==> config.mk <==
export PLATFORM = sky130hd
export DESIGN_NAME = signed_mac
export DESIGN_NICKNAME = d
export VERILOG_FILES = /design/src/rtl/signed_mac.sv
export SDC_FILE = /design/constraint.sdc
export NUM_CORES = 1
export LEC_CHECK = 0
export ABC_AREA = 1
export CORE_ASPECT_RATIO = 1.4
export CORE_MARGIN = 2
export CORE_UTILIZATION = 28
export DETAILED_ROUTE_END_ITERATION = 16
export GPL_TIMING_DRIVEN = 0
export PLACE_DENSITY_LB_ADDON = 0.3
export SETUP_SLACK_MARGIN = 0.02
export SYNTH_ARGS = -nofsm -noshare
export SYNTH_HDL_FRONTEND = slang
export SYNTH_SLANG_ARGS = --single-unit
==> constraint.sdc <==
create_clock -name clk -period 9.03 [get_ports clk]
set_input_delay 0.903 -clock clk [delete_from_list [all_inputs] [get_ports clk]]
set_output_delay 0.903 -clock clk [all_outputs]
set_load 0.03 [all_outputs]
==> src/rtl/signed_mac.sv <==
// signed_mac: DW-bit signed multiply-accumulate, synchronous clear, wraps modulo 2^DW.
// Rev 1.0
`default_nettype none

module signed_mac #(
  parameter int DW = 32
) (
  input  logic          clk,
  input  logic          rst_n,
  input  logic          clr,
  input  logic          en,
  input  logic [DW-1:0] a,
  input  logic [DW-1:0] b,
  output logic [DW-1:0] acc
);

  // Low DW bits of the product are identical for signed and unsigned operands
  always_ff @(posedge clk or negedge rst_n) begin
    if (!rst_n) begin
      acc <= '0;
    end else if (clr) begin
      acc <= '0;
    end else if (en) begin
      acc <= acc + a * b;
    end
  end

endmodule

`default_nettype wire

== Yosys cells after proc, flatten, opt, wreduce, memory -nomap -nowiden ==
Index checks and enable logic that the tools add are counted.
Widths: inputs -> output; s select.

* $add $sub $neg: 1
* $mul: 1
* Multiplexer cells: 2
* Reduce and logical (&&, ||, !) cells: 1

{| class="wikitable"
|+ Operator list
! kind !! count
|-
| $mux 32 || 2
|-
| $add 32x32->32 || 1
|-
| $mul 32x32->32 || 1
|-
| $reduce_bool 2->1 || 1
|}

* Bits in registers: 32
* Input bits: 68
* Output and inout bits: 32
* Logic and storage cells: 6

== Logic depth before layout (Yosys ltp) ==
* Word-level depth: 4
* Depth in mapped cells: 35
* Gate-level depth less buffers: 34

== Worst setup path before layout ==
OpenSTA, ideal clock, no wires.

* Path kind: input-to-reg
* Start point: input a[12]
* End point: register acc[26]
* Setup time: 0.129 ns
* Arrival time: 6.985 ns
* Required time: 8.901 ns
* Path slack: 1.916 ns
* Stages on the path: 30
* Buffers on the path: 2
* Cell sequence: clkbuf_1 -> clkbuf_1 -> nand2_1 -> inv_1 -> fa_1 -> fa_1 -> fa_1 -> inv_1 -> fa_1 -> inv_1 -> fa_1 -> inv_1 -> fa_1 -> inv_1 -> fa_1 -> inv_1 -> fa_1 -> inv_1 -> ha_1 -> nand2_1 -> nor3_1 -> nand4_1 -> nand3_2 -> nand3_1 -> nand2_1 -> nand2_1 -> nand2_1 -> a21oi_1 -> o21ai_0 -> o21ai_1

* Cells in the longest elaborated chain, start to end: 4

{| class="wikitable"
|+ Ends and longest elaborated chain
! what !! line !! text
|-
| start: declaration || 12 || <nowiki>input logic [DW-1:0] a,</nowiki>
|-
| $mul 32x32->32 || 24 || <nowiki>acc <= acc + a * b;</nowiki>
|-
| $add 32x32->32 || 24 ||
|-
| $mux 32 || 23 || <nowiki>end else if (en) begin</nowiki>
|-
| $mux 32 || 21 || <nowiki>end else if (clr) begin</nowiki>
|-
| end signal: assignment || 24 ||
|-
| end: declaration || 14 || <nowiki>output logic [DW-1:0] acc</nowiki>
|}

Every way passes these cells. The select of a mux whose other input is x is not followed.
A chain may end at the register's enable or synchronous reset.

== Final worst setup path ==
* Start point: input b[3]
* End point: register acc[27]

* Cells in the longest elaborated chain, start to end: 4

{| class="wikitable"
|+ Ends and longest elaborated chain
! what !! line !! text
|-
| start: declaration || 13 || <nowiki>input logic [DW-1:0] b,</nowiki>
|-
| $mul 32x32->32 || 24 ||
|-
| $add 32x32->32 || 24 ||
|-
| $mux 32 || 23 ||
|-
| $mux 32 || 21 ||
|}

Every way passes these cells. The select of a mux whose other input is x is not followed.

==> impl_metrics.tcl <==
set metrics [dict create \
    die_w_um 224 \
    largest-register "acc" \
    grt_pass1_vias 16600 \
    drtIter0Drc 968 \
    syn_nets 3186 \
    finalWeightedCongestion 0.934 \
    grt_usage_pct 18.9 \
    avgRoutedWirePerCell_um 18.1 \
    ys_seq_area_share_pct 4.21 \
    rsz0062_at_grt "false" \
    io_pins 100 \
    synth_top_family_by_area "adder cells" \
    nFillCells 7283 \
    fin_skew_ps 3.91 \
    drtAntennaViolNets 0 \
    largest_reg_flops 32 \
    synth-seq-cells 32 \
    cp_max_fo 10 \
    diodes 0 \
    clock_latency_ps 290 \
    timing.rr.end "acc[26]" \
    cts.sinks 32 \
    r2r-start "acc[18]" \
    die_h_um 312 \
    synthAdderAreaFrac_pct 54.3 \
    yosys.area.top_type "fa_1" \
    num_vias 15200 \
    clock-root-buffer "clkbuf_16" \
    postSynthAreaPerCell_um2 7.43 \
    critPathLaunchType "input port" \
    slew_viol_final 0 \
    slew_headroom_pct 31.2 \
    cts_tree "done" \
    area_growth_pct 10.3 \
    antenna_found_initial 1 \
    htree_levels 2 \
    synthXorXnorAreaFrac_pct 0.599 \
    critPathRequiredTime_ps 9180 \
    fmax_mhz 116 \
    multi_input_area_um2 14400 \
    dpl.hpwl_um 56000 \
    core_um2 67400 \
    synth_compound_area_share_pct 3.56 \
    regArea_um2 801 \
    final_nets 3267 \
    period_needed_ps 8630 \
    hold_viol 0 \
    reg_top3 "acc (32)" \
    dieArea_um2 70000 \
    synthCells 2556 \
    hold_class "flip-flop to flip-flop" \
    ys_types 42 \
    post-route-period-util_pct 95.6 \
    synth-simple-area-share_pct 17.4 \
    grt_max_degree 33 \
    cts_inserted_buffers 5 \
    tightest_slew_ps 1030 \
    synthTopCellsByArea "fa_1 46%, inv_1 17%, nand2_1 14%" \
    grt_pass1_wl_um 98700 \
    clkTransAtPathRegs_ps 50 \
    drive_gt1_share_pct 1.97 \
    wl_um 63500 \
    ctsHoldBuffers 0 \
    critical_path.startpoint "b[3]" \
    cp.arrival_ps 8780 \
    cts.path.max_buffers 2 \
    overflow 0 \
    rows 113 \
    post_drt_via_cell_ratio 4.35 \
    ys_warn_count 0 \
    post_cts_buffers 0 \
    synth_top_area_share_pct 46.2 \
    finalSetupViolCount 0 \
    syn-cell-area_um2 19000 \
    endpoint "acc[27]" \
    portBuffers 74 \
    drv_cap 0 \
    fin_setup_tns_ps 0 \
    worst-r2r-cell-count 26 \
    path_class "input port to flip-flop" \
    r2r_slack_ps 2130 \
    status "finished clean" \
    drc 0 \
    endpoint_kind "flip-flop" \
    synth.area.mux_share_pct 0 \
    first_pass_iters 5 \
    start_util_pct 28.2 \
]
-- cells in the final DEF (no fill, tap or decap), types with 6 or more instances in the layout --
master,synthesis,routed
buf_1,12,11
inv_1,877,877
fa_1,438,438
o22ai_1,6,6
xor2_1,8,8
nand3b_1,6,6
ha_1,124,124
buf_2,17,18
clkbuf_1,70,69
clkbuf_2,2,6
a21oi_1,43,43
nand2_1,731,731
dfrtp_1,32,32
nand3_1,57,57
clkdlybuf4s50_1,0,73
nor2_1,29,29
o21ai_0,43,43
-- cells in the mapped netlist --
cell,number
xor2_1,8
xnor2_1,5
buf_4,5
nor2_1,29
clkbuf_1,70
and2_1,1
fa_1,438
o32ai_1,1
a21oi_2,2
nand4_1,4
inv_1,877
nand3b_1,6
dfrtp_1,32
a21o_1,5
o21ai_1,3
a22o_1,2
a221oi_1,1
a21boi_0,1
inv_2,4
nor3_1,3
buf_1,12
o21a_1,3
nand3b_4,1
nand3_1,57
a21oi_1,43
o31ai_1,2
nand2_1,731
nand2_2,3
or2_1,1
o21bai_1,4
nand3_2,1
buf_2,17
clkbuf_2,2
o221a_2,1
o21ai_2,1
nor4_1,2
o211ai_1,1
nor3_2,1
o22ai_1,6
buf_6,3
ha_1,124
o21ai_0,43
-- per-stage QoR --
stage          util (%)  setup slack (ps)  hold WS [ps]  std cells  cell area [um2]
2_1_floorplan         -              1920           607       2556            19000
3_3_place_gp       30.9              -171           539       3492            20800
5_1_grt            31.1              38.7           611       3500            21000
3_5_place_dp       30.9              -166           546       3492            20800
6_report           31.1               400           558       3500            21000
4_1_cts            31.1              91.9           567       3500            21000
-- layer usage --
layer	vias up	routed length, um	track usage, %
li1	7216	-	-
met1	7553	25400	22.7
met2	360	33600	35.7
met3	86	2510	1.28
met4	2	1970	5.85
met5	-	10	0
-- worst min-delay path by stage --
| stage | startpoint | endpoint | slack (ps) | depth (start not counted) |
|---|---|---|---|---|
| CTS | acc[0] | acc[0] | 570 | 1 |
| finish | acc[0] | acc[0] | 560 | 1 |
| global route | acc[0] | acc[0] | 610 | 1 |
| detailed placement | acc[0] | acc[0] | 550 | 1 |
| floorplan | rst_n | acc[0] | 610 | 0 |
| global placement | acc[0] | acc[0] | 540 | 1 |
-- kinds of logic (layout without fill, tap and decap cells) --
family	count (synthesis)	after routing
AO/OA/AOI/OAI	119	119
XOR/XNOR	13	13
AND/OR/NAND/NOR	840	840
flip-flops	32	32
adder cells (fa/ha/maj)	562	562
buffers and inverters	990	1072
-- timing repair --
item / CTS / global route
resized for setup: 0 / 8
endpoints found under the hold margin: 0 / 0
endpoints found under the setup margin: 0 / 8
-- final cells by class --
class                      count  area share, %
buffer                       109           2.29
tap                          862           5.14
timing repair buffer          74           3.51
inverter                     881           15.8
multi-input combinational   1534           68.8
sequential                    32           3.82
clock buffer                   8          0.698
-- worst max-delay path, stage by stage --
cell	delay (ps)
clkdlybuf4s50_1	500
clkbuf_1	560
buf_1	550
nand2_1	100
inv_1	100
fa_1	450
fa_1	400
fa_1	530
inv_1	60
fa_1	530
inv_1	60
fa_1	490
fa_1	480
fa_1	530
inv_1	60
fa_1	480
inv_1	40
ha_1	320
a21oi_1	390
o21ai_0	190
a21oi_1	150
nand3_1	260
a21o_1	250
o21ai_0	240
o21ai_0	140
Power is left out: the tool's default activity adds up to more than one toggle a clock period on the data nets, which glitch-free logic cannot reach.
